File: config.mk
export PLATFORM = sky130hd
export DESIGN_NAME = acc_cpu_core
export DESIGN_NICKNAME = d
export VERILOG_FILES = /design/src/rtl/acc_cpu_core.sv
export SDC_FILE = /design/constraint.sdc
export NUM_CORES = 1
export LEC_CHECK = 0
export ABC_AREA = 1
export CORE_ASPECT_RATIO = 1.25
export CORE_MARGIN = 2
export CORE_UTILIZATION = 57
export DETAILED_ROUTE_END_ITERATION = 12
export GPL_ROUTABILITY_DRIVEN = 1
export PLACE_DENSITY = 0.93
export SYNTH_ARGS = -nofsm -noshare
export SYNTH_HDL_FRONTEND = slang
export SYNTH_SLANG_ARGS = --single-unit
File: constraint.sdc
create_clock -name clk -period 2.4 [get_ports clk]
set_clock_uncertainty 0.05 [all_clocks]
set_input_delay 0.72 -clock clk [delete_from_list [all_inputs] [get_ports clk]]
set_output_delay 0.72 -clock clk [all_outputs]
set_load 0.1 [all_outputs]
File: src/rtl/acc_cpu_core.sv
// acc_cpu_core: multi-cycle accumulator CPU with a single req/ack memory port.
// Sequence: IDLE -> FETCH -> DECODE -> (MEM) -> EXEC -> FETCH ..., HALT is terminal until rst.
// Optional feature macro: ACC_CPU_MPY_EN enables the signed multiplier used by MPY.
// All memory-port outputs are registered, so they only change on entry to a new transfer
// and hold steady until the matching mem_ack.
module acc_cpu_core #(
    parameter int DATA_W = 16,
    parameter int ADDR_W = 8
) (
    input  logic              clk,
    input  logic              rst,
    output logic              mem_req,
    output logic              mem_we,
    output logic [ADDR_W-1:0] mem_addr,
    output logic [DATA_W-1:0] mem_wdata,
    input  logic [DATA_W-1:0] mem_rdata,
    input  logic              mem_ack,
    output logic [DATA_W-1:0] acc_out,
    output logic [DATA_W-1:0] mr_out,
    output logic [ADDR_W-1:0] pc_out,
    output logic [3:0]        flags_out,
    output logic              halted
);

    localparam logic [7:0] OP_STORE  = 8'h01;
    localparam logic [7:0] OP_LOAD   = 8'h02;
    localparam logic [7:0] OP_ADD    = 8'h03;
    localparam logic [7:0] OP_SUB    = 8'h04;
    localparam logic [7:0] OP_JMPGEZ = 8'h05;
    localparam logic [7:0] OP_JMP    = 8'h06;
    localparam logic [7:0] OP_HALT   = 8'h07;
    localparam logic [7:0] OP_MPY    = 8'h08;
    localparam logic [7:0] OP_AND    = 8'h0A;
    localparam logic [7:0] OP_OR     = 8'h0B;
    localparam logic [7:0] OP_NOT    = 8'h0C;
    localparam logic [7:0] OP_SHIFTR = 8'h0D;
    localparam logic [7:0] OP_SHIFTL = 8'h0E;

    typedef enum logic [2:0] {
        StIdle,
        StFetch,
        StDecode,
        StMem,
        StExec,
        StHalt
    } state_e;

    state_e            state_q, state_d;
    logic [ADDR_W-1:0] pc_q, pc_d;
    logic [DATA_W-1:0] acc_q, acc_d;
    logic [DATA_W-1:0] mr_q, mr_d;
    logic [DATA_W-1:0] ir_q, ir_d;
    logic [DATA_W-1:0] opr_q, opr_d;
    logic [3:0]        flags_q, flags_d;
    logic              mem_req_q, mem_req_d;
    logic              mem_we_q, mem_we_d;
    logic [ADDR_W-1:0] mem_addr_q, mem_addr_d;
    logic [DATA_W-1:0] mem_wdata_q, mem_wdata_d;
    logic              halted_q, halted_d;

    logic [7:0]        opcode;
    logic [ADDR_W-1:0] op_addr;
    logic [DATA_W:0]   add_full;
    logic [DATA_W-1:0] sub_res;
    logic              add_v;
    logic              sub_v;
    logic              xfer_done;

    assign opcode    = ir_q[DATA_W-1:DATA_W-8];
    assign op_addr   = ir_q[ADDR_W-1:0];
    assign add_full  = {1'b0, acc_q} + {1'b0, opr_q};
    assign sub_res   = acc_q - opr_q;
    assign add_v     = (acc_q[DATA_W-1] == opr_q[DATA_W-1]) &&
                       (add_full[DATA_W-1] != acc_q[DATA_W-1]);
    assign sub_v     = (acc_q[DATA_W-1] != opr_q[DATA_W-1]) &&
                       (sub_res[DATA_W-1] != acc_q[DATA_W-1]);
    // An ack only counts while our own request is outstanding.
    assign xfer_done = mem_req_q && mem_ack;

`ifdef ACC_CPU_MPY_EN
    logic signed [2*DATA_W-1:0] product;
    assign product = $signed(acc_q) * $signed(opr_q);
`endif

    // {Z,N} of a result word.
    function automatic logic [1:0] zn(input logic [DATA_W-1:0] r);
        zn = {(r == '0), r[DATA_W-1]};
    endfunction

    // Next-state and datapath: every register holds unless its state says otherwise.
    always_comb begin
        state_d     = state_q;
        pc_d        = pc_q;
        acc_d       = acc_q;
        mr_d        = mr_q;
        ir_d        = ir_q;
        opr_d       = opr_q;
        flags_d     = flags_q;
        mem_req_d   = mem_req_q;
        mem_we_d    = mem_we_q;
        mem_addr_d  = mem_addr_q;
        mem_wdata_d = mem_wdata_q;
        halted_d    = halted_q;

        case (state_q)
            StIdle: begin
                state_d    = StFetch;
                mem_req_d  = 1'b1;
                mem_we_d   = 1'b0;
                mem_addr_d = pc_q;
            end
            StFetch: begin
                if (xfer_done) begin
                    ir_d      = mem_rdata;
                    pc_d      = pc_q + ADDR_W'(1);
                    mem_req_d = 1'b0;
                    state_d   = StDecode;
                end
            end
            StDecode: begin
                case (opcode)
                    OP_LOAD, OP_ADD, OP_SUB, OP_MPY, OP_AND, OP_OR, OP_STORE: begin
                        state_d    = StMem;
                        mem_req_d  = 1'b1;
                        mem_addr_d = op_addr;
                        mem_we_d   = (opcode == OP_STORE);
                        if (opcode == OP_STORE) begin
                            mem_wdata_d = acc_q;
                        end
                    end
                    OP_HALT: begin
                        state_d  = StHalt;
                        halted_d = 1'b1;
                    end
                    default: state_d = StExec;
                endcase
            end
            StMem: begin
                if (xfer_done) begin
                    if (mem_we_q) begin
                        // Store completes here; go straight back to fetching.
                        state_d    = StFetch;
                        mem_req_d  = 1'b1;
                        mem_we_d   = 1'b0;
                        mem_addr_d = pc_q;
                    end else begin
                        opr_d     = mem_rdata;
                        mem_req_d = 1'b0;
                        state_d   = StExec;
                    end
                end
            end
            StExec: begin
                case (opcode)
                    OP_LOAD: begin
                        acc_d   = opr_q;
                        flags_d = {zn(opr_q), 2'b00};
                    end
                    OP_ADD: begin
                        acc_d   = add_full[DATA_W-1:0];
                        flags_d = {zn(add_full[DATA_W-1:0]), add_full[DATA_W], add_v};
                    end
                    OP_SUB: begin
                        acc_d   = sub_res;
                        flags_d = {zn(sub_res), (acc_q < opr_q), sub_v};
                    end
                    OP_AND: begin
                        acc_d   = acc_q & opr_q;
                        flags_d = {zn(acc_q & opr_q), 2'b00};
                    end
                    OP_OR: begin
                        acc_d   = acc_q | opr_q;
                        flags_d = {zn(acc_q | opr_q), 2'b00};
                    end
                    OP_NOT: begin
                        acc_d   = ~acc_q;
                        flags_d = {zn(~acc_q), 2'b00};
                    end
                    OP_SHIFTR: begin
                        acc_d   = {acc_q[DATA_W-1], acc_q[DATA_W-1:1]};
                        flags_d = {zn({acc_q[DATA_W-1], acc_q[DATA_W-1:1]}), 2'b00};
                    end
                    OP_SHIFTL: begin
                        acc_d   = {acc_q[DATA_W-2:0], 1'b0};
                        flags_d = {zn({acc_q[DATA_W-2:0], 1'b0}), acc_q[DATA_W-1], 1'b0};
                    end
                    OP_JMP: pc_d = op_addr;
                    OP_JMPGEZ: begin
                        if (!acc_q[DATA_W-1]) begin
                            pc_d = op_addr;
                        end
                    end
                    OP_MPY: begin
`ifdef ACC_CPU_MPY_EN
                        mr_d    = product[2*DATA_W-1:DATA_W];
                        acc_d   = product[DATA_W-1:0];
                        flags_d = {(product == '0), product[2*DATA_W-1], 2'b00};
`endif
                    end
                    default: ;
                endcase
                state_d    = StFetch;
                mem_req_d  = 1'b1;
                mem_we_d   = 1'b0;
                mem_addr_d = pc_d;
            end
            StHalt: begin
                mem_req_d = 1'b0;
            end
            default: state_d = StIdle;
        endcase
    end

    // State register with synchronous reset; reset also drops any outstanding transfer.
    always_ff @(posedge clk) begin
        if (rst) begin
            state_q     <= StIdle;
            pc_q        <= '0;
            acc_q       <= '0;
            mr_q        <= '0;
            ir_q        <= '0;
            opr_q       <= '0;
            flags_q     <= '0;
            mem_req_q   <= 1'b0;
            mem_we_q    <= 1'b0;
            mem_addr_q  <= '0;
            mem_wdata_q <= '0;
            halted_q    <= 1'b0;
        end else begin
            state_q     <= state_d;
            pc_q        <= pc_d;
            acc_q       <= acc_d;
            mr_q        <= mr_d;
            ir_q        <= ir_d;
            opr_q       <= opr_d;
            flags_q     <= flags_d;
            mem_req_q   <= mem_req_d;
            mem_we_q    <= mem_we_d;
            mem_addr_q  <= mem_addr_d;
            mem_wdata_q <= mem_wdata_d;
            halted_q    <= halted_d;
        end
    end

    assign mem_req   = mem_req_q;
    assign mem_we    = mem_we_q;
    assign mem_addr  = mem_addr_q;
    assign mem_wdata = mem_wdata_q;
    assign acc_out   = acc_q;
    assign mr_out    = mr_q;
    assign pc_out    = pc_q;
    assign flags_out = flags_q;
    assign halted    = halted_q;

endmodule

== Word level (Yosys, flattened, before mapping) ==
Cells that the tools add are included.
W data, S select, Z words.
Cells by class
  add/sub/neg operators: 3
  equality and inequality tests: 26
  $lt $le $gt $ge: 1
  reductions and logical operators: 31
  multiplexer cells: 22
  bitwise operators: 6
Operators with widths (count)
  $pmux W16 S8: 1
  $logic_not A16 Y1: 7
  $eq A8 B4 Y1 const B: 6
  $mux W8: 5
  $eq A8 B3 Y1 const B: 4
  $pmux W4 S8: 1
  $pmux W8 S2: 2
  $pmux W8 S4: 1
  $add A16 B16 Y17: 1
  $and A16 B16 Y16: 1
  $eq A8 B2 Y1 const B: 2
  $lt A16 B16 Y1: 1
  $not A16 Y16: 1
  $or A16 B16 Y16: 1
  $sub A16 B16 Y16: 1
  $logic_not A15 Y1: 1
  $pmux W3 S5: 1
  $reduce_and A3 Y1: 5
  $mux W3: 3
  $add A8 B1 Y8 const B: 1
  $eq A8 B1 Y1 const B: 1
  $ne A2 B2 Y1 const B: 4
  $reduce_and A2 Y1: 4
  $reduce_and A4 Y1: 2
  other kinds (20): 32
Storage, ports and cells
  register bits after elaboration: 90
  bits of input ports: 19
  logic and storage cells: 101
  output and inout bits: 71

== Logic depth before layout (Yosys ltp) ==
  depth in word-level cells: 4
  depth in mapped cells: 18
  gate-level depth less buffers: 17

== Least setup slack after synthesis ==
No wires, ideal clock.
  kind: register -> register
  start point: register acc_q[2] (netlist: acc_out[2])
  end point: register acc_q[15] (netlist: acc_out[15])
  clock period less this slack: 3.058 ns
  stages on the path, launching flop included: 16
  slack: -0.658 ns
  required time: 2.221 ns
  arrival: 2.878 ns
  library setup time: 0.129 ns
  buffers on the path: 1
  cell sequence: dfxtp_1 inv_1 ha_1 buf_2 nor2_1 nand2_1 nand2_1 nand2_1 nand2_1 nand2_1 nand2_1 nand2_1 nand2_1 o21ai_0 a211oi_1 a21oi_1
On the way
  cells in the longest elaborated chain, start to end: 2
  elaborated cells on any way between the ends: 3
  classes of those cells: add/sub: 2; mux: 1
Ends and longest elaborated chain
  from (decl): line 50  | logic [DATA_W-1:0] acc_q, acc_d;
  from (signal assigned): line 219  | acc_q <= '0;
  from (signal assigned): line 232  | acc_q <= acc_d;
  $sub A16 B16 Y16 / $add A16 B16 Y17 (equally long branches): line 72, 71
  $pmux W16 S8 (*): line 154  | case (opcode)
Every way passes the cells marked *; elsewhere a longest branch is shown, timed or not.
A chain may end at the register's enable or synchronous reset.

== Final worst setup path ==
  start point: register ir_q[11]
  end point: register acc_q[2] (netlist: acc_out[2])
On the way
  cells in the longest elaborated chain, start to end: 3
  elaborated cells on any way between the ends: 11
  classes of those cells: eq/ne: 8; mux: 1; reduce/logical: 2
Ends and longest elaborated chain
  from (decl): line 52  | logic [DATA_W-1:0] ir_q, ir_d;
  from (signal assigned): line 234  | ir_q <= ir_d;
  $eq A8 B4 Y1, or another cell as far along: line 154
  $reduce_bool A8 Y1 (no line)
  $reduce_and A2 Y1 (no line)
Parallel ways exist; a longest one is shown, timed or not.

==> impl_metrics.env <==
export IMPL_status="completed"
export IMPL_slew_headroom_pct=42.3
export IMPL_synth_edf_count=0
export IMPL_seq_power_share_pct=35.6
export IMPL_max_freq_mhz=427
export IMPL_synth_ff_type="dfxtp_1"
export IMPL_cp_end_kind="flop"
export IMPL_start_kind="flop"
export IMPL_maxSlewViolCount=0
export IMPL_hold_ws_ns=0.400
export IMPL_dr_pass1_iters=7
export IMPL_worst_slew_pin_transition_ns=0.857
export IMPL_hold_path_class="flop to flop"
export IMPL_power_total_mw=4.65
export IMPL_synth_top_area_share_pct=24.6
export IMPL_cts_tree="built"
export IMPL_layout_commonest_cell="nand2_1"
export IMPL_netlist_instances=1152
export IMPL_netlist_area_mm2=0.00732
export IMPL_mostFrequentLayoutCells="232 x nand2_1, 157 x buf_4, 144 x inv_1"
export IMPL_rr_endpoint="acc_out[2]"
export IMPL_fin_util_pct=75.0
export IMPL_criticalPathCategory="flop to flop"
export IMPL_grt_pass1_vias=8408
export IMPL_post_dp_hpwl_um=21700
export IMPL_pwr_share_clk_pct=30.4
export IMPL_clk_path_buf_depth=2
export IMPL_r2r_slack_ns=0.06
export IMPL_gp_congestion=1.11
export IMPL_report_final_setup_viol=0
export IMPL_drcViolationCount=0
export IMPL_ys_warnings_count=0
export IMPL_power_density_mw_per_mm2=492
export IMPL_ioPinCount=90
export IMPL_drtAntennaViolNets=0
export IMPL_grt_max_degree=39
export IMPL_finalCritPeriodShare_pct=97.6
export IMPL_wl_um=29100
export IMPL_place_ws_ns=-0.147
export IMPL_area_delta_synth_final_pct=29.2
export IMPL_ys_ff_latch=90
export IMPL_antenna_found_initial=0
export IMPL_ir_drop_v=0.000792
export IMPL_crit_fanout=20
export IMPL_vias=9133
export IMPL_min_period_ns=2.34
export IMPL_avgSynthCellArea_um2=6.35
export IMPL_h_tree_depth=3
export IMPL_power_leakage_nw=4.28
export IMPL_start_util_pct=58.1
export IMPL_layout_drive_gt1_share_pct=24.5
export IMPL_clkSinkCount=90
export IMPL_final_fill_count=981
export IMPL_drtIter0Drc=1221
export IMPL_internal_power_mw=2.71
export IMPL_reg2reg_depth=9
export IMPL_grt_use_total_pct=40.4
export IMPL_port_buffers=73
export IMPL_clk_pin_slew_ns=0.07
export IMPL_hold_viol_final=0
export IMPL_p_switching_mw=1.94
export IMPL_layout_setup_ws_ns=0.0577
export IMPL_cts_root_buf="clkbuf_16"
export IMPL_numCtsBuffers=9
export IMPL_nets=1365
export IMPL_core_mm2=0.0126
export IMPL_hold_buffers=0
export IMPL_netSwitchingFraction_pct=41.6
export IMPL_combPwrFrac_pct=34.0
export IMPL_synth_area_leaders="dfxtp_1 25%, nand2_1 13%, ha_1 8.4%"
export IMPL_worstSkewPairLatency_ns=0.35
export IMPL_hold_start="mem_addr[1]"
export IMPL_row_count=46
export IMPL_fp_dieW_um=105
export IMPL_setup_tns_ns=0
export IMPL_arrival_ns=2.52
export IMPL_reg2reg_from="ir_q[11]"
export IMPL_wl_per_cell_um=19.9
export IMPL_maxCapViolCount=0
export IMPL_diodes=0
export IMPL_cp_endpoint="acc_out[2]"
export IMPL_die_h_um=131
export IMPL_overflow=0
export IMPL_startpoint="ir_q[11]"
export IMPL_cp_required_ns=2.58
export IMPL_grt_pass1_wl_um=43500
export IMPL_postSynth_asyncResetShare_pct=0
export IMPL_synth_top_area_cell="dfxtp_1"
export IMPL_cpPeakStageDelay_ns=0.50
export IMPL_rsz0062_at_grt="true"
export IMPL_via_per_inst=6.22
export IMPL_slowest_stage="dfxtp_1"
export IMPL_die_area_mm2=0.0138
export IMPL_ys_seq_area_share_pct=24.6
export IMPL_yosys_cell_types_count=47
export IMPL_crit_chain="nor2_1 > nand4_4 > buf_4 > nand4_4 > o21ai_4 > inv_1 > buf_4 > o21ai_0 > a21oi_1"
[worst min-delay path by stage]
stage | to | slack [ns] | depth (start not counted)
6_report | mem_addr[1] | 0.40 | 2
5_1_grt | mem_addr[4] | 0.43 | 2
4_1_cts | mem_addr[1] | 0.40 | 2
3_5_place_dp | mem_addr[3] | 0.39 | 2
3_3_place_gp | mem_addr[1] | 0.39 | 2
2_1_floorplan | opr_q[0] | 0.44 | 2
[through the flow]
stage | cell area (um2) | cells
floorplan | 7430 | 1167
global placement | 8660 | 1444
detailed placement | 8660 | 1444
CTS | 8990 | 1460
global route | 9450 | 1468
finish | 9450 | 1468
[flip-flops by register name, indices dropped and copies added, names as in the netlist]
signal     flops
acc_out       16
ir_q          16
mem_wdata     16
opr_q         16
mem_addr       8
pc_out         8
flags_out      4
state_q        3
halted         1
mem_req        1
mem_we         1
[routing by layer]
layer,up-vias,track usage (%),share of wire [%]
li1,4093,-,-
met1,4121,46.8,36
met2,718,67.5,46
met3,201,6.99,9.4
met4,0,29.5,8.5
met5,-,0,0
[synthesized netlist by cell type (6+ instances only)]
| cell | count |
|---|---|
| nand3_1 | 72 |
| dfxtp_1 | 90 |
| nand4_1 | 22 |
| clkbuf_1 | 22 |
| buf_4 | 18 |
| nor4_1 | 12 |
| o211ai_1 | 14 |
| a21oi_1 | 111 |
| nor2_1 | 101 |
| buf_2 | 20 |
| inv_1 | 153 |
| nand2_1 | 247 |
| nor3_1 | 20 |
| inv_2 | 6 |
| nor2_4 | 8 |
| ha_1 | 49 |
| o221ai_1 | 10 |
| xor2_1 | 7 |
| o22ai_1 | 19 |
| o21ai_0 | 98 |
[logic make-up (layout without fill, tap and decap cells)]
logic type / Yosys count / after routing / synth area share, %
adders and majority gates: 51 / 51 / 8.93
AOI/OAI and AO/OA: 281 / 281 / 21.7
DFF: 90 / 90 / 24.6
xor gates and xnor gates: 8 / 8 / 0.958
and+or+nand+nor: 500 / 500 / 31.0
buffers and inverters: 221 / 354 / 12.7
other: 1 / 16 / 0.0513
[cell type report]
class	count	area, um2	share of cell area (%)
Clock inverter	6	47.5	0.503
Sequential cell	90	1880	19.9
Inverter	160	608	6.43
Clock buffer	10	239	2.53
Multi-Input combinational cell	856	5050	53.4
Timing Repair Buffer	178	1420	15.0
Tap cell	168	210	2.22
[what timing repair did]
action                     CTS  global route
pin swaps                    0            34
setup endpoints to repair    5            24
resized for setup           12            96
buffers inserted             0             8
[power by group through the flow]
stage	logic [mW]	clock network (mW)	registers [mW]
3_3_place_gp	1.48	0	1.68
4_1_cts	1.51	1.41	1.65
5_1_grt	1.66	1.46	1.66
2_1_floorplan	0.732	0	2.12
6_report	1.58	1.42	1.66
3_5_place_dp	1.50	0	1.69
[worst max-delay path, delay by kind of cell (launching register included)]
| kind | cells | cell delay (ns) |
|---|---|---|
| compound gates | 3 | 0.68 |
| simple gates | 3 | 0.50 |
| buf+inv | 3 | 0.50 |
| flops | 1 | 0.50 |
(Power assumes the default switching activity.)
